File: src/rtl/tac_signed_array.sv
// NCH-channel signed time-domain accumulator with snapshot shadows and a valid/ready drain port.
// Define TAC_SAT_EN to clamp each {msb,lsb} counter as a signed value instead of wrapping.
module tac_signed_array #(
  parameter int NCH   = 4,
  parameter int W_W   = 8,
  parameter int LSB_W = 12,
  parameter int MSB_W = 6,
  parameter int CH_W  = 2
) (
  input  logic                 clk,
  input  logic                 rst_n,
  input  logic                 en,
  input  logic                 tac_in,
  input  logic                 sign_x,
  input  logic [NCH*W_W-1:0]   tac_w,
  input  logic [NCH-1:0]       sign_w,
  input  logic                 snap,
  output logic                 busy,
  output logic                 out_valid,
  input  logic                 out_ready,
  output logic [CH_W-1:0]      out_ch,
  output logic [LSB_W-1:0]     out_lsb,
  output logic [MSB_W-1:0]     out_msb
);

  // state | meaning
  // ACCUM | counters accumulate, snap accepted
  // DRAIN | shadows stream out one channel per handshake, snap ignored
  localparam int CNT_W = MSB_W + LSB_W;

  typedef enum logic [0:0] {ACCUM = 1'b0, DRAIN = 1'b1} state_t;

  state_t            state_q, state_d;
  logic [CH_W-1:0]   out_ch_q, ch_d;
  logic [CNT_W-1:0]  cnt     [NCH];
  logic [CNT_W-1:0]  cnt_nxt [NCH];
  logic [CNT_W-1:0]  shadow  [NCH];
  logic              take;
  logic              pulse;

  assign take  = (state_q == ACCUM) && snap;
  assign pulse = en & tac_in;

  genvar g;
  for (g = 0; g < NCH; g++) begin : g_ch
    logic [W_W-1:0]   w;
    logic             pos;
    logic [CNT_W-1:0] base;
    logic [CNT_W-1:0] upd;

    assign w    = tac_w[g*W_W +: W_W];
    assign pos  = ~(sign_x ^ sign_w[g]);
    // A snapshot clears the live counter, but that cycle's pulse still lands on zero.
    assign base = take ? '0 : cnt[g];

`ifdef TAC_SAT_EN
    logic [CNT_W:0] s;
    assign s   = pos ? {base[CNT_W-1], base} + (CNT_W+1)'(w)
                     : {base[CNT_W-1], base} - (CNT_W+1)'(w);
    assign upd = (s[CNT_W] != s[CNT_W-1])
                 ? (s[CNT_W] ? {1'b1, {(CNT_W-1){1'b0}}} : {1'b0, {(CNT_W-1){1'b1}}})
                 : s[CNT_W-1:0];
`else
    logic [LSB_W:0]   ls;
    logic [MSB_W-1:0] mn;
    assign ls  = pos ? {1'b0, base[LSB_W-1:0]} + (LSB_W+1)'(w)
                     : {1'b0, base[LSB_W-1:0]} - (LSB_W+1)'(w);
    assign mn  = ls[LSB_W] ? (pos ? base[CNT_W-1:LSB_W] + MSB_W'(1)
                                  : base[CNT_W-1:LSB_W] - MSB_W'(1))
                           : base[CNT_W-1:LSB_W];
    assign upd = {mn, ls[LSB_W-1:0]};
`endif

    assign cnt_nxt[g] = pulse ? upd : base;
  end

  always_ff @(posedge clk) begin
    if (!rst_n) begin
      state_q  <= ACCUM;
      out_ch_q <= '0;
      for (int i = 0; i < NCH; i++) begin
        cnt[i]    <= '0;
        shadow[i] <= '0;
      end
    end else begin
      state_q  <= state_d;
      out_ch_q <= ch_d;
      for (int i = 0; i < NCH; i++) begin
        cnt[i] <= cnt_nxt[i];
        if (take) shadow[i] <= cnt[i];
      end
    end
  end

  always_comb begin
    state_d   = state_q;
    ch_d      = out_ch_q;
    busy      = 1'b0;
    out_valid = 1'b0;
    case (state_q)
      ACCUM: begin
        if (snap) begin
          state_d = DRAIN;
          ch_d    = '0;
        end
      end
      DRAIN: begin
        busy      = 1'b1;
        out_valid = 1'b1;
        if (out_ready) begin
          if (out_ch_q == CH_W'(NCH-1)) begin
            state_d = ACCUM;
            ch_d    = '0;
          end else begin
            ch_d = out_ch_q + CH_W'(1);
          end
        end
      end
      default: state_d = ACCUM;
    endcase
  end

  assign out_ch  = out_ch_q;
  assign out_lsb = shadow[out_ch_q][LSB_W-1:0];
  assign out_msb = shadow[out_ch_q][CNT_W-1:LSB_W];

endmodule
File: config.mk
export PLATFORM = sky130hd
export DESIGN_NAME = tac_signed_array
export DESIGN_NICKNAME = d
export VERILOG_FILES = /design/src/rtl/tac_signed_array.sv
export SDC_FILE = /design/constraint.sdc
export NUM_CORES = 1
export LEC_CHECK = 0
export BUFFER_PORTS_ARGS = -buffer_cell sky130_fd_sc_hd__buf_2
export CORE_ASPECT_RATIO = 2
export CORE_UTILIZATION = 50
export DETAILED_ROUTE_END_ITERATION = 16
export PLACE_DENSITY = 0.68
export SKIP_CTS_REPAIR_TIMING = 1
export SLEW_MARGIN = 30
export SYNTH_ARGS = -nofsm -noshare
export SYNTH_HDL_FRONTEND = slang
export SYNTH_SLANG_ARGS = --single-unit
File: constraint.sdc
create_clock -name clk -period 4.9 [get_ports clk]
set_input_delay 0.245 -clock clk [delete_from_list [all_inputs] [get_ports clk]]
set_output_delay 0.245 -clock clk [all_outputs]
set_load 0.02 [all_outputs]
==> flow_summary_export.csv, run 1 <==
group,metric,value,unit
sta,setup_ws,0.908,ns
sta,slew_headroom,0.410,
clock_network,tritoncts,"yes",
worst_setup_path,cp-startpoint,"state_q$_SDFF_PN0_",
sta,grt_setup_unrepaired,"false",
sta,max_freq,251,MHz
placement,place_inst,1294,
sta,slew_violations,0,
floorplanning,core-area,18800,um2
yosys,postSynthAreaPerCell,9.49,um2
floorplanning,die_h,198,um
yosys,ys_seq_area_frac,0.385,
worst_setup_path,timing.rr.start,"state_q$_SDFF_PN0_",
final_layout,final_nets,1178,
global_routing,overflow,0,
worst_setup_path,worst-r2r-setup-slack,0.91,ns
routing,drcViolationCount,0,
clock_network,htree_levels,4,
worst_setup_path,critical_path.slowest_cell,"nand2b_2",
power,ir_drop,200,uV
yosys,ys_ff_latch,149,
final_layout,stdcell_count,1327,
worst_setup_path,cp_data_required_time,5.25,ns
floorplanning,io-pin-count,65,
run_status,status,"complete, no violations",
worst_setup_path,worst-path-max-fanout,39,
routing,totalWireLength,24400,um
yosys,ys.flop_type,"dfxtp_1",
clock_network,cts-root-buf,"clkbuf_16",
clock_network,clock_sinks,149,
clock_network,cts_made_buffers,17,
power,power_density,327,nW/um2
worst_setup_path,crit_chain,"nand2b_2, buf_12, nand2_1, ha_1, inv_1, fa_1, a211oi_1, o21ai_0, a311oi_1, xnor2_1, nand2_1, or3_1, a21oi_1",
placement,dp_hpwl,18300,um
routing,drt-initial-drc-count,440,
global_routing,grt_pass1_wl,38400,um
sta,worst_pin_slew,0.885,ns
routing,vias_per_cell,5.79,
routing,ant_nets,0,
power,leakage,4.70,nW
sta,fin_tns_setup,0,ns
yosys,async_flop_share,0,
global_routing,grt_max_degree,79,
yosys,synth_area,9630,um2
worst_setup_path,crit_path_end_kind,"flop",
routing,num_vias,7685,
worst_setup_path,max_stage_delay,0.61,ns
worst_setup_path,r2r-end,"cnt[0][17]$_SDFF_PN0_",
floorplanning,placementRows,71,
final_layout,final_layout_size_suffix_gt1_frac,0.137,
placement,gp_congestion,0.910,
hold_path,hp-class,"in -> reg",
sta,report.final.hold_viol_count,0,
global_routing,grt_pass1_vias,7441,
clock_network,clk_pin_slew,0.07,ns
power,power.total,3.52,mW
yosys,yosysWarnings,0,
placement,pre_cts_slack,0.910,ns
clock_network,clk_path_buf_depth,2,
floorplanning,dieArea,19900,um2
run,maxCapViolations,0,
placement,io_buffer_count,64,
sta,period_share,0.815,
sta,whs,0.0499,ns
routing,dr.pass1.iters,5,
sta,min_period,3.99,ns
floorplanning,die_x,100,um
hold_path,hold_depth,2,
global_routing,track_usage,0.256,
worst_setup_path,startpoint_type,"flop",
worst_setup_path,critPathCapture,"cnt[0][17]$_SDFF_PN0_",
sta,finClkSkew,0.00851,ns
yosys,synth_edf_count,72,
global_routing,antenna_found_initial,1,
routing,routedWlPerCell,18.4,um
final_layout,syn2layout_area_growth,11.8,%
clock_network,clock_latency,0.43,ns
floorplanning,start_util,0.511,
sta,setup_viol,0,
worst_setup_path,rr_worst_depth,13,
yosys,synth_cell_types,55,
worst_setup_path,path_class,"reg -> reg",
yosys,synthCells,1015,
yosys,syn_nets,1135,
worst_setup_path,cp_data_arrival_time,4.34,ns
worst_setup_path,critPathMostFrequentCell,"nand2_1",
==> how the worst min path moves through the flow <==
| stage | start | end | slack (ns) |
|---|---|---|---|
| 4_1_cts | out_ready | state_q$_SDFF_PN0_ | 0.04 |
| 3_3_place_gp | cnt[2][9]$_SDFF_PN0_ | cnt[2][9]$_SDFF_PN0_ | 0.45 |
| 6_report | out_ready | state_q$_SDFF_PN0_ | 0.05 |
| 2_1_floorplan | out_ready | state_q$_SDFF_PN0_ | 0.35 |
| 3_5_place_dp | cnt[2][9]$_SDFF_PN0_ | cnt[2][9]$_SDFF_PN0_ | 0.45 |
| 5_1_grt | out_ready | state_q$_SDFF_PN0_ | 0.07 |
==> sequential cells by signal, indices dropped and copies added (netlist names), named ones only <==
name     flops
cnt         72
out_ch       2
shadow      72
state_q      1
==> layout make-up <==
| type | instances | area (um2) |
|---|---|---|
| clock buffer | 17 | 425 |
| antenna | 1 | 2.50 |
| tap | 255 | 319 |
| timing repair buffer | 75 | 435 |
| inverter | 32 | 125 |
| multi-input combinational | 783 | 5610 |
| clock inverter | 15 | 139 |
| sequential | 149 | 3700 |
| fill | 1722 | 8070 |
==> layout by cell type, fill, tap and decap left out, drive strengths merged, types with 3 or more instances in the layout <==
cell,synthesis,layout
o21ai,63,63
mux4,18,18
nor4,3,3
fa,8,8
mux2,4,4
and2,60,60
o21bai,8,8
nor2b,8,8
edfxtp,72,72
nor3,16,16
or3,6,6
inv,32,40
nand3b,4,4
buf,7,75
mux2i,15,15
a21oi,67,67
a21o,10,10
nand2,90,90
a31oi,15,15
o21a,8,8
or4,3,3
clkbuf,44,17
nand4,3,3
xnor2,53,53
a31o,5,5
nand3,14,14
o41ai,3,3
a311oi,6,6
xor2,29,29
o211ai,7,7
a211oi,18,18
clkinv,0,4
ha,69,69
o31ai,9,9
nor2,74,74
dfxtp,77,77
and3,75,75
clkinvlp,0,3
==> power breakdown <==
group          total, mW  leakage [nW]  switching (mW)  internal [mW]
clock network       1.25         0.270           0.577          0.670
logic              0.832          3.03           0.488          0.344
registers           1.44          1.41          0.0503           1.39
==> per-stage QoR <==
stage | instance area [um2] | utilization
6_report | 10800 | 0.572
5_1_grt | 10800 | 0.572
4_1_cts | 10800 | 0.571
3_5_place_dp | 10200 | 0.541
3_3_place_gp | 10200 | 0.540
2_1_floorplan | 9630 | -
==> cells by family after synthesis <==
kind of cell	count (synthesis)	synth area share
xor gates and xnor gates	82	0.0773
adders and majority gates	77	0.106
and+or+nand+nor	363	0.192
DFF	149	0.385
buffers and inverters	83	0.0346
muxes	37	0.0628
AOI/OAI and AO/OA	224	0.143
==> critical path: cells and delay by family (launching register included) <==
| kind | cells | cell delay (ns) |
|---|---|---|
| flops | 1 | 0.41 |
| fa+ha+maj | 2 | 0.58 |
| buf+inv | 2 | 0.41 |
| compound gates | 4 | 0.98 |
| xor+xnor | 1 | 0.15 |
| simple gates | 4 | 1.35 |
==> cell usage after synthesis, types with 14 or more instances <==
| cell type | instances | area share |
|---|---|---|
| a31oi_1 | 14 | 0.0091 |
| and3_1 | 75 | 0.049 |
| a211oi_1 | 18 | 0.014 |
| nor3_1 | 16 | 0.0083 |
| o21ai_0 | 62 | 0.032 |
| edfxtp_1 | 72 | 0.22 |
| nand2_1 | 90 | 0.035 |
| clkbuf_1 | 44 | 0.017 |
| inv_1 | 29 | 0.011 |
| dfxtp_1 | 77 | 0.16 |
| mux2i_1 | 15 | 0.016 |
| xnor2_1 | 51 | 0.046 |
| ha_1 | 69 | 0.090 |
| mux4_2 | 18 | 0.042 |
| nand3_1 | 14 | 0.0073 |
| xor2_1 | 29 | 0.026 |
| and2_1 | 60 | 0.039 |
| nor2_1 | 73 | 0.028 |
| a21oi_1 | 67 | 0.035 |
==> routing by layer <==
metal / share of wire / GRT usage / vias to the layer above / wire [um]
met2: 0.55 / 0.476 / 195 / 13400
met4: 0.044 / 0.130 / 0 / 1060
met3: 0.031 / 0.0328 / 50 / 759
met1: 0.38 / 0.278 / 3677 / 9180
met5: 0 / 0 / - / 0
li1: - / - / 3763 / -
(Power assumes the default switching activity.)
==> run 2: changes to the inputs <==
- PLACE_DENSITY: 0.68 -> 0.71
- clock period: 4.9 -> 3.47 ns (I/O delays scaled with it)
==> flow_summary_export.csv, run 2 (synthesis results as in run 1) <==
group,metric,value,unit
global_routing,grt_pass1_vias,7634,
worst_setup_path,timing.rr.start,"state_q$_SDFF_PN0_",
floorplanning,die_x,100,um
worst_setup_path,worst-r2r-setup-slack,0.18,ns
routing,dr.pass1.iters,5,
worst_setup_path,rr_worst_depth,13,
placement,io_buffer_count,64,
clock_network,htree_levels,4,
power,leakage,4.85,nW
routing,routedWlPerCell,17.7,um
clock_network,cts_made_buffers,17,
floorplanning,die_h,198,um
sta,report.final.hold_viol_count,0,
placement,dp_hpwl,18300,um
global_routing,antenna_found_initial,0,
worst_setup_path,r2r-end,"cnt[1][13]$_SDFF_PN0_",
global_routing,track_usage,0.250,
clock_network,clock_latency,0.43,ns
clock_network,clk_path_buf_depth,2,
clock_network,clk_pin_slew,0.07,ns
routing,num_vias,7771,
routing,drcViolationCount,0,
final_layout,syn2layout_area_growth,14.4,%
routing,ant_nets,0,
sta,whs,0.117,ns
sta,grt_setup_unrepaired,"false",
sta,min_period,3.29,ns
worst_setup_path,crit_path_end_kind,"flop",
floorplanning,dieArea,19900,um2
final_layout,antennaDiodeCount,0,
sta,period_share,0.949,
clock_network,tritoncts,"yes",
final_layout,final_cell_mix,"88 x nand2_1, 76 x dfxtp_1, 75 x and3_1",
worst_setup_path,cp_data_required_time,3.83,ns
sta,worst_pin_slew,0.842,ns
worst_setup_path,path_class,"reg -> reg",
floorplanning,start_util,0.511,
hold_path,hold_depth,3,
hold_path,hold_end,"state_q$_SDFF_PN0_",
global_routing,overflow,0,
power,power_density,467,nW/um2
routing,drt-initial-drc-count,398,
sta,finClkSkew,0.00967,ns
floorplanning,io-pin-count,65,
worst_setup_path,worst-path-max-fanout,30,
run_status,status,"complete, no violations",
sta,max_freq,304,MHz
global_routing,grt_max_degree,54,
worst_setup_path,cp_data_arrival_time,3.65,ns
routing,vias_per_cell,5.76,
run,maxCapViolations,0,
power,power.total,5.15,mW
power,ir_drop,304,uV
routing,totalWireLength,23900,um
hold_path,hold_path_startpoint,"snap",
placement,gp_congestion,0.943,
hold_path,hp-class,"in -> reg",
clock_network,cts-root-buf,"clkbuf_16",
sta,setup_viol,0,
clock_network,clock_sinks,149,
floorplanning,placementRows,71,
final_layout,final_common_cell,"nand2_1",
worst_setup_path,startpoint_type,"flop",
sta,fin_tns_setup,0,ns
sta,slew_violations,0,
floorplanning,core-area,18800,um2
sta,slew_headroom,0.437,
global_routing,grt_pass1_wl,37800,um
final_layout,final_layout_size_suffix_gt1_frac,0.158,
final_layout,final_nets,1202,
==> run 2: cell types whose count changed in the layout (fill, tap and decap cells not counted), sizes merged <==
cell / change
buf: +23
bufinv: +2
clkinv: -2
diode: -1
dlygate4sd3: +1
==> run 2: cell type report <==
| cell class | count | area (um2) |
|---|---|---|
| timing repair buffer | 99 | 636 |
| clock buffer | 17 | 425 |
| fill | 1658 | 7820 |
| clock inverter | 15 | 184 |
| tap | 255 | 319 |
| multi-input combinational | 783 | 5620 |
| inverter | 32 | 125 |
| sequential | 149 | 3700 |
==> run 2: how the worst max path moves through the flow <==
stage                                  start                    end  slack, ns  depth (start not counted)
after detailed placement            tac_w[2]  cnt[0][13]$_SDFF_PN0_       0.13                         15
after floorplan           state_q$_SDFF_PN0_  cnt[2][17]$_SDFF_PN0_      0.004                         14
final                     state_q$_SDFF_PN0_  cnt[1][13]$_SDFF_PN0_       0.18                         13
after global placement              tac_w[2]  cnt[0][17]$_SDFF_PN0_       0.18                         15
after global routing      state_q$_SDFF_PN0_  cnt[1][13]$_SDFF_PN0_       0.01                         13
after CTS                 state_q$_SDFF_PN0_  cnt[1][13]$_SDFF_PN0_       0.18                         13
==> run 2: report_power, final <==
part           switching, mW  total (mW)  internal [mW]
registers             0.0692        2.03           1.96
clock network          0.809        1.90           1.09
logic                  0.696        1.22          0.520
total                   1.57        5.15           3.57
==> run 2: critical path: stages, from the launching register on <==
cell and delay [ns]:
dfxtp_2 0.38, nand2b_2 0.25, buf_12 0.18, nand2_1 0.08
ha_1 0.16, inv_1 0.05, fa_1 0.44, a211oi_2 0.24
o21ai_1 0.12, a21boi_2 0.22, nor3_1 0.08, or4_4 0.59
mux2_4 0.33, nor2_2 0.08
==> run 2: layer usage <==
layer / part of all wire / up-vias / global-route usage
met5: 0 / - / 0
met4: 0.057 / 0 / 0.156
met3: 0.029 / 73 / 0.0254
met2: 0.55 / 208 / 0.480
met1: 0.36 / 3682 / 0.252
li1: - / 3808 / -
==> run 2: metrics by stage <==
step           setup WS, ns  area [um2]  std cells   util
5_1_grt             0.00981       11000       1350  0.585
2_1_floorplan       0.00430        9650       1015      -
3_5_place_dp          0.126       10400       1316  0.552
3_3_place_gp          0.178       10400       1316  0.551
4_1_cts               0.184       11000       1348  0.584
6_report              0.175       11000       1350  0.585
==> run 3: changes to the inputs <==
- CELL_PAD_IN_SITES_DETAIL_PLACEMENT: unset -> 1
- CELL_PAD_IN_SITES_GLOBAL_PLACEMENT: unset -> 1
- CORE_UTILIZATION: 50 -> 43
- PLACE_DENSITY: 0.71 -> unset
- PLACE_DENSITY_LB_ADDON: unset -> 0.1
==> flow_summary_export.csv, run 3 (synthesis results as in run 1) <==
group,metric,value,unit
clock_network,clk_path_buf_depth,2,
sta,max_freq,302,MHz
power,power_density,473,nW/um2
routing,drcViolationCount,0,
routing,routedWlPerCell,20.5,um
final_layout,syn2layout_area_growth,17.5,%
hold_path,hold_depth,3,
worst_setup_path,worst-path-max-fanout,35,
floorplanning,die_h,214,um
sta,finClkSkew,0.00917,ns
clock_network,cts-root-buf,"clkbuf_16",
sta,worst_pin_slew,0.905,ns
clock_network,tritoncts,"yes",
global_routing,antenna_found_initial,0,
routing,ant_nets,0,
global_routing,grt_pass1_wl,45000,um
sta,slew_headroom,0.395,
floorplanning,dieArea,23000,um2
placement,dp_hpwl,22600,um
power,power.total,5.35,mW
final_layout,antennaDiodeCount,0,
global_routing,overflow,0,
worst_setup_path,cp_data_required_time,3.84,ns
sta,fin_tns_setup,0,ns
clock_network,clock_sinks,149,
routing,totalWireLength,28700,um
worst_setup_path,crit_path_end_kind,"flop",
hold_path,hp-class,"in -> reg",
run_status,status,"complete, no violations",
sta,grt_setup_unrepaired,"false",
routing,num_vias,7958,
global_routing,track_usage,0.265,
final_layout,final_nets,1231,
floorplanning,io-pin-count,65,
clock_network,htree_levels,4,
final_layout,stdcell_count,1400,
power,ir_drop,362,uV
sta,whs,0.0875,ns
floorplanning,placementRows,77,
placement,place_inst,1367,
final_layout,final_layout_size_suffix_gt1_frac,0.182,
routing,vias_per_cell,5.68,
global_routing,grt_max_degree,54,
power,leakage,5.02,nW
sta,min_period,3.31,ns
run,maxCapViolations,0,
floorplanning,die_x,108,um
placement,io_buffer_count,64,
final_layout,final_common_cell,"nand2_1",
clock_network,cts_made_buffers,17,
floorplanning,start_util,0.437,
worst_setup_path,rr_worst_depth,12,
worst_setup_path,path_class,"reg -> reg",
routing,dr.pass1.iters,4,
sta,report.final.hold_viol_count,0,
worst_setup_path,startpoint_type,"flop",
routing,drt-initial-drc-count,326,
worst_setup_path,cp_data_arrival_time,3.68,ns
clock_network,clock_latency,0.44,ns
sta,slew_violations,0,
sta,period_share,0.954,
placement,gp_congestion,0.903,
clock_network,clk_pin_slew,0.06,ns
worst_setup_path,worst-r2r-setup-slack,0.16,ns
final_layout,final_cell_mix,"88 x nand2_1, 75 x and3_1, 75 x dfxtp_1",
global_routing,grt_pass1_vias,8405,
floorplanning,core-area,22100,um2
sta,setup_viol,0,
==> run 3: path summary, 6_finish.rpt <==
check                                              to                   from
worst min-delay path               state_q$_SDFF_PN0_                   snap
worst min register to register  cnt[0][10]$_SDFF_PN0_  cnt[0][10]$_SDFF_PN0_
worst max register to register  cnt[1][13]$_SDFF_PN0_     state_q$_SDFF_PN0_
worst max-delay path            cnt[1][13]$_SDFF_PN0_     state_q$_SDFF_PN0_
==> run 3: where the power goes <==
| part | internal (mW) | leakage, nW | switching (mW) |
|---|---|---|---|
| Sequential | 1.96 | 1.41 | 0.0729 |
| Combinational | 0.578 | 3.31 | 0.756 |
| Clock | 1.21 | 0.303 | 0.776 |
==> run 3: worst max-delay path, cell delays in order (launching register included) <==
cell and delay, ns:
dfxtp_2 0.32, nand2b_2 0.22, buf_12 0.18, buf_12 0.17
and2_1 0.21, fa_1 0.48, a211oi_2 0.24, o21ai_1 0.12
a21boi_2 0.21, nor3_1 0.08, or4_4 0.60, mux2_4 0.33
nor2_2 0.07
==> run 3: layout make-up <==
class	count	area, um2
multi-input cells	783	5640
well taps	276	345
inverters	32	125
clock buffers	17	425
flip-flops and latches	149	3710
repair buffers	128	882
clock inverters	15	200
fillers	2543	10700
==> run 3: metrics by stage <==
| stage | util | setup WS, ns | cell area, um2 |
|---|---|---|---|
| after CTS | 0.512 | 0.157 | 11300 |
| after global routing | 0.513 | 0.00711 | 11300 |
| final | 0.513 | 0.160 | 11300 |
| after global placement | 0.483 | 0.0787 | 10700 |
| after detailed placement | 0.483 | 0.0426 | 10700 |
| after floorplan | - | 0.00430 | 9650 |
==> run 3: layer usage <==
layer | wire length (um) | up-vias | global-route usage
li1 | - | 3847 | -
met1 | 10400 | 3923 | 0.262
met2 | 16300 | 131 | 0.516
met3 | 685 | 57 | 0.0404
met4 | 1340 | 0 | 0.139
met5 | 0 | - | 0
